**config.mk**
```make
export PLATFORM = sky130hd
export DESIGN_NAME = sram_controller
export DESIGN_NICKNAME = d
export VERILOG_FILES = /design/src/rtl/arm_mem_pkg.sv /design/src/rtl/sram_wait_counter.sv /design/src/rtl/sram_controller.sv
export SDC_FILE = /design/constraint.sdc
export NUM_CORES = 1
export LEC_CHECK = 0
export CAP_MARGIN = 20
export CORE_UTILIZATION = 40
export DETAILED_ROUTE_END_ITERATION = 7
export PLACE_DENSITY = 0.76
export SETUP_SLACK_MARGIN = 0.5
export SLEW_MARGIN = 20
export SYNTH_ARGS = -nofsm -noshare
export SYNTH_HDL_FRONTEND = slang
export SYNTH_HIERARCHICAL = 1
export SYNTH_SLANG_ARGS = --single-unit
```
**constraint.sdc**
```tcl
create_clock -name clk -period 2.7 [get_ports clk]
set_input_delay 0.675 -clock clk [delete_from_list [all_inputs] [get_ports clk]]
set_output_delay 0.675 -clock clk [all_outputs]
set_load 0.02 [all_outputs]
```
**src/rtl/arm_mem_pkg.sv**
```systemverilog
// Shared types and constants for the MEM-stage external SRAM controller.
package arm_mem_pkg;

  typedef enum logic [1:0] {
    IDLE,
    LO,
    HI,
    DONE
  } sram_state_t;

  localparam int unsigned DEFAULT_BASE_ADDR = 1024;
  localparam int unsigned SRAM_DW           = 16;
  localparam int unsigned CNT_W             = 4;

endpackage

```
**src/rtl/sram_wait_counter.sv**
```systemverilog
// Per-half wait counter: clear on state entry, count while a half is on the bus,
// flag the last cycle of the half and the cycle before it.
module sram_wait_counter
  import arm_mem_pkg::*;
#(
  parameter int unsigned WAIT_CYCLES = 2
) (
  input  logic clk,
  input  logic rst,
  input  logic clear_i,
  input  logic en_i,
  output logic last_o,
  output logic pre_last_o
);

  localparam int unsigned CW1 = CNT_W + 1;

  logic [CNT_W-1:0] cnt_q, cnt_d;

  always_comb begin
    cnt_d = cnt_q;
    if (clear_i) begin
      cnt_d = '0;
    end else if (en_i) begin
      cnt_d = cnt_q + CNT_W'(1);
    end
  end

  always_ff @(posedge clk) begin
    if (rst) begin
      cnt_q <= '0;
    end else begin
      cnt_q <= cnt_d;
    end
  end

  assign last_o     = (cnt_q == CNT_W'(WAIT_CYCLES));
  // Widened so that WAIT_CYCLES=15 still compares correctly.
  assign pre_last_o = ((CW1'(cnt_q) + CW1'(1)) == CW1'(WAIT_CYCLES));

endmodule

```
**src/rtl/sram_controller.sv**
```systemverilog
// Splits a 32-bit MEM-stage load/store into two sequenced 16-bit accesses to an
// asynchronous SRAM; ready stays low while the access is in flight.
module sram_controller
  import arm_mem_pkg::*;
#(
  parameter logic [31:0] BASE_ADDR   = 32'(DEFAULT_BASE_ADDR),
  parameter int unsigned WAIT_CYCLES = 2,
  parameter int unsigned SRAM_AW     = 18
) (
  input  logic               clk,
  input  logic               rst,
  input  logic               wr_en,
  input  logic               rd_en,
  input  logic [31:0]        address,
  input  logic [31:0]        write_data,
  output logic [31:0]        read_data,
  output logic               ready,
  output logic [SRAM_AW-1:0] sram_addr,
  output logic [SRAM_DW-1:0] sram_dq_o,
  input  logic [SRAM_DW-1:0] sram_dq_i,
  output logic               sram_dq_oe,
  output logic               sram_we_n
);

  // With no wait cycles each half is a single cycle, so the strobe never drops.
  localparam logic FIRST_IS_LAST = (WAIT_CYCLES == 0);

  sram_state_t state_q, state_d;
  logic               is_wr_q, is_wr_d;
  logic [31:0]        rdata_q, rdata_d;
  logic [SRAM_AW-1:0] addr_q, addr_d;
  logic [SRAM_DW-1:0] dq_q, dq_d;
  logic               oe_q, oe_d;
  logic               we_n_q, we_n_d;

  logic               req;
  logic [31:0]        off;
  logic [SRAM_AW-1:0] lo_addr, hi_addr;
  logic               cnt_clear, cnt_en, cnt_last, cnt_pre_last;
  logic               unused_off;

  assign req        = wr_en | rd_en;
  assign off        = address - BASE_ADDR;
  assign lo_addr    = {off[SRAM_AW:2], 1'b0};
  assign hi_addr    = {off[SRAM_AW:2], 1'b1};
  assign unused_off = ^{off[31:SRAM_AW+1], off[1:0]};

  assign cnt_clear = (state_d != state_q);
  assign cnt_en    = (state_q == LO) || (state_q == HI);

  sram_wait_counter #(
    .WAIT_CYCLES(WAIT_CYCLES)
  ) u_wait_cnt (
    .clk       (clk),
    .rst       (rst),
    .clear_i   (cnt_clear),
    .en_i      (cnt_en),
    .last_o    (cnt_last),
    .pre_last_o(cnt_pre_last)
  );

  // Next-state and next-output decode.
  always_comb begin
    state_d = state_q;
    is_wr_d = is_wr_q;
    rdata_d = rdata_q;
    addr_d  = addr_q;
    dq_d    = dq_q;
    oe_d    = oe_q;
    we_n_d  = we_n_q;
    ready   = 1'b0;

    case (state_q)
      IDLE: begin
        ready = ~req;
        if (req) begin
          state_d = LO;
          is_wr_d = wr_en;
          addr_d  = lo_addr;
          if (wr_en) begin
            dq_d   = write_data[15:0];
            oe_d   = 1'b1;
            we_n_d = FIRST_IS_LAST;
          end else begin
            oe_d   = 1'b0;
            we_n_d = 1'b1;
          end
        end
      end
      LO: begin
        if (cnt_last) begin
          state_d = HI;
          addr_d  = hi_addr;
          if (is_wr_q) begin
            dq_d   = write_data[31:16];
            we_n_d = FIRST_IS_LAST;
          end else begin
            rdata_d[15:0] = sram_dq_i;
          end
        end else begin
          // Strobe rises one cycle early so data/address are held as it closes.
          we_n_d = ~is_wr_q | cnt_pre_last;
        end
      end
      HI: begin
        if (cnt_last) begin
          state_d = DONE;
          oe_d    = 1'b0;
          we_n_d  = 1'b1;
          if (!is_wr_q) begin
            rdata_d[31:16] = sram_dq_i;
          end
        end else begin
          we_n_d = ~is_wr_q | cnt_pre_last;
        end
      end
      DONE: begin
        ready   = 1'b1;
        state_d = IDLE;
      end
      default: begin
        state_d = IDLE;
      end
    endcase
  end

  always_ff @(posedge clk) begin
    if (rst) begin
      state_q <= IDLE;
      is_wr_q <= 1'b0;
      rdata_q <= '0;
      addr_q  <= '0;
      dq_q    <= '0;
      oe_q    <= 1'b0;
      we_n_q  <= 1'b1;
    end else begin
      state_q <= state_d;
      is_wr_q <= is_wr_d;
      rdata_q <= rdata_d;
      addr_q  <= addr_d;
      dq_q    <= dq_d;
      oe_q    <= oe_d;
      we_n_q  <= we_n_d;
    end
  end

  assign read_data  = rdata_q;
  assign sram_addr  = addr_q;
  assign sram_dq_o  = dq_q;
  assign sram_dq_oe = oe_q;
  assign sram_we_n  = we_n_q;

endmodule

```
### After elaboration in Yosys (flattened, before gate mapping)

Cells that the tools add are included.

| word-level totals | value |
|---|---|
| bits in registers | 75 |
| output and inout port bits | 69 |
| logic and storage cells | 64 |

| cells by class | value |
|---|---|
| add/subtract/negate cells | 3 |
| equal/unequal tests | 12 |
| multiplexer cells | 23 |
| bitwise logic cells | 4 |
| reductions and logical operators | 13 |

Operator list:

| kind | count |
|---|---|
| 16-bit 2-to-1 mux | 4 |
| 18-bit 2-to-1 mux | 2 |
| 18-bit one-hot mux with 2 select lines | 1 |
| 16-bit one-hot mux with 2 select lines | 1 |
| 19-bit by 11-bit subtractor with 19-bit output (second input constant) | 1 |
| 3-bit AND reduction | 5 |
| 2-bit inequality test (second input constant) | 5 |
| 1-bit 2-to-1 mux | 8 |
| 2-bit one-hot mux with 4 select lines | 1 |
| 2-bit 2-to-1 mux | 3 |
| 4-bit by 1-bit adder with 5-bit output (second input constant) | 1 |
| 5-bit by 2-bit equality test with 1-bit output (second input constant) | 1 |
| 5-bit AND reduction | 1 |
| 4-bit by 1-bit adder with 4-bit output (second input constant) | 1 |
| 2-bit equality test (second input constant) | 2 |
| 4-bit by 2-bit equality test with 1-bit output (second input constant) | 1 |
| 1-bit one-hot mux with 2 select lines | 2 |
| 2-bit nonzero test | 2 |
| 3-bit inequality test (second input constant) | 1 |
| 1-bit one-hot mux with 3 select lines | 1 |
| 3-bit nonzero test | 1 |
| 2-bit by 1-bit equality test with 1-bit output (second input constant) | 1 |
| 2-bit logical NOT | 1 |
| 2-bit inequality test | 1 |
| 5 further kinds | 7 |

### Depth between registers and ports, before layout

| depth | value |
|---|---|
| word-level depth | 5 |
| gate-level depth with buffers | 8 |
| mapped depth without buffers | 7 |

### Cells and area by module

The synthesis kept the hierarchy.

By module, submodules not included:

| module | instances | cells an instance | area each (um^2) | seq. area each (um^2) |
|---|---|---|---|---|
| sram_controller | 1 | 378 | 3244.4 | 1421.4 |
| sram_wait_counter | 1 | 25 | 227.7 | 80.1 |

### Worst setup path before layout

OpenSTA, ideal clock, no wires.

| path | value |
|---|---|
| kind | input port to output port |
| start | input port wr_en |
| end | output port ready |
| arrival time | 1780 ps |
| required time | 2025 ps |
| path slack | 245 ps |
| stages on the path | 5 |
| buffers on the path | 2 |
| path through | clkbuf_1 > nor3b_1 > clkbuf_1 > nor2_1 > nor2_1 |

| on the way | value |
|---|---|
| longest elaborated chain between the ends | 3 |

Ends and longest elaborated chain:

| element | line | RTL |
|---|---|---|
| start: declaration | sram_controller.sv:12 | `input logic wr_en,` |
| 1-bit bitwise OR | sram_controller.sv:42 | `assign req = wr_en \| rd_en;` |
| 1-bit inverter | sram_controller.sv:75 | `ready = ~req;` |
| 1-bit one-hot mux with 2 select lines | sram_controller.sv:73 | `case (state_q)` |
| end: declaration | sram_controller.sv:17 | `output logic ready,` |

Every way passes these cells.

### Worst setup path after layout

Ends and elaborated chain as after synthesis.

==> metrics.yaml <==
syn_inst: 403
die_y_um: 95.2
via_per_inst: 5.20
worst-endpoint-required_ps: 2030
grt_antenna_before_repair: 0
remaining_drc_errors: 0
outcome: "complete, no violations"
synth_largest_area_cell: "dfxtp_1"
yosys-top-cells-area: "dfxtp_1 (43%), a21oi_1 (7.9%), nand2_1 (7.5%), mux2_2 (5.2%), mux2i_1 (4.9%)"
grt_util_met2_pct: 32.8
start_util_pct: 41.8
clock-sinks: 75
drt-total-wl_mm: 9.14
cts_tree: "yes"
drive_gt1_share_pct: 13.1
ys_seq_elements: 75
hold_viol: 0
hold_path_class: "flip-flop to flip-flop"
ir_worst_vdd_mv: 0.379
dieArea_um2: 9060
synth-edff-count: 0
final_cell_mix: "clkdlybuf4s50_1 (131), dfxtp_1 (72), nand2_1 (69)"
synth_flop_cell: "dfxtp_1"
synth_nets: 499
grt_pass1_wl_mm: 14.1
drt-pass1-iter-count: 5
setup_viol: 0
async_reset_ff_share_pct: 0
path_max_fanout: 2
die_w_um: 95.2
dp.cells: 628
drv_slew: 0
nets: 635
fin_crit_sh_pct: 80.4
dp.final_hpwl_mm: 6.54
grt_util_met3_pct: 7.89
postPlaceCellArea_um2: 4950
grt.busiest_layer: "met2"
ant_nets: 0
drv_cap: 0
synth.yosys.warnings: 6
syn_area_per_cell_um2: 8.62
gp_congestion: 0.802
start_kind: "primary input"
clk-insertion-delay-late_ps: 360
tightestPinTransition_ps: 667
grtUsageMet1_pct: 24.3
htree_levels: 3
ff2ff_path_depth: 8
post-synth-top-area-fraction_pct: 43.2
root_buffer: "clkbuf_8"
grt_max_degree: 40
powerDensity_nw_per_um2: 580
synthDistinctLibCells: 46
grt_usage_pct: 20.2
skew_ps: 15.0
crit_path_frequent_cell: "nor2_2"
numCtsBuffers: 9
final_common_cell: "clkdlybuf4s50_1"
vias: 3376
finalInstanceArea_um2: 5240
area_delta_synth_final_pct: 51.0
max_freq_ghz: 0.461
path_clk_slew_ps: 80
endpoint_kind: "primary output"
wire_per_inst_um: 14.1
num_rows: 33
syn_area_um2: 3470
cts_max_path_buffers: 2
crit_chain: "dlygate4sd2_1 > nor3b_4 > nor2_2 > nor2_2 > buf_6"
final_cells: 649
p_leak_nw: 1.95
n_antenna_cell: 0
path_class: "primary input to primary output"
pin_count: 153
fin_util_pct: 63.2
crit_slowest_cell: "dlygate4sd2_1"
layout_min_cycle_time_ps: 2170
slew_headroom_pct: 55.4
arrival_ps: 1500
whs_path_depth: 2
cp_slowest_stage_delay_ps: 270
drtIter0Drc: 141
core_region_area_um2: 8300
rsz0062_at_grt: "true"
grt_pass1_vias: 3078
ys_seq_area_share_pct: 43.2
grt-ovfl-total: 0
port-buffer-count: 137
[state kept, by name (all words and copies together) (netlist names)]
| signal | flops |
|---|---|
| sram_dq_o | 16 |
| sram_dq_oe | 1 |
| u_wait_cnt/cnt_q | 4 |
| sram_we_n | 1 |
| read_data | 32 |
| is_wr_q | 1 |
| state_q | 2 |
| sram_addr | 18 |
[logic make-up (layout without fill, tap and decap cells)]
family / Yosys count / in the layout / synth area share, %
compound gates: 95 / 95 / 16.3
xor+xnor: 5 / 5 / 1.26
fa+ha+maj: 12 / 12 / 4.32
buf+inv: 38 / 179 / 4.47
flops: 75 / 75 / 43.2
mux: 34 / 34 / 10.5
simple gates: 144 / 144 / 19.9
[layer usage]
metal  share of wire (%)  vias up  routed length [um]
li1                    -     1662                   -
met1                  42     1579                3860
met2                  47      127                4310
met3                 9.6        8                 877
met4                 1.1        0                  97
met5                   0        -                   0
[path summary, 6_finish.rpt]
check,from,to,slack (ps)
setup reg to reg,u_wait_cnt/cnt_q[0],sram_dq_o[0],590
hold / removal,read_data[12],read_data[12],460
setup / recovery,wr_en,ready,530
hold reg to reg,read_data[12],read_data[12],460
[cell type report]
class,instances,area [um2]
inverters,10,42.5
repair buffers,153,1510
well taps,105,131
clock buffers,9,124
clock inverters,7,62.6
flip-flops and latches,75,1510
fillers,718,3060
multi-input cells,290,1860
[worst max-delay path, delay by kind of cell]
kind / cells / cell delay, ps
AND/OR/NAND/NOR: 3 / 420
buffers and inverters: 2 / 410
[where the power goes]
part           internal (mW)  total [mW]  switching (mW)  leakage (nW)
sequential              1.21        1.27          0.0604         0.613
clock                  0.355       0.830           0.475        0.0931
combinational          0.485       0.942           0.458          1.25
[through the flow]
stage          total power [mW]  setup TNS (ps)  hold WS, ps  setup WS [ps]
6_report                   3.04               0          457            530
5_1_grt                    3.20               0          476            446
4_1_cts                    3.04               0          458            497
3_5_place_dp               2.20            -157          447           -157
3_3_place_gp               2.18            -148          441           -148
2_1_floorplan              1.80               0          501            502
[Yosys cell counts, types with 2 or more instances]
cell type  count
a211oi_1       5
a21oi_1       55
a311oi_1       6
and3b_1        3
buf_1          5
buf_2          6
clkbuf_1      15
dfxtp_1       75
ha_1          12
inv_1         10
mux2_2        16
mux2i_1       17
nand2_1       69
nand2b_1       2
nand3_1        8
nand3b_1       2
nor2_1        22
nor2b_1       18
nor3_1         6
nor3b_1        2
o21a_1         2
o21ai_0       14
o221ai_1       2
o31ai_1        3
or3_1          2
or4_1          2
or4_4          2
xnor2_1        2
xor2_1         3
[repair_timing]
item,in CTS,in global routing
buffers inserted,1,4
gates resized for setup,14,18
hold buffers,0,0
pin swaps,2,4
endpoints found under the setup margin,17,30
No activity file was read; power rests on OpenSTA's default activity.
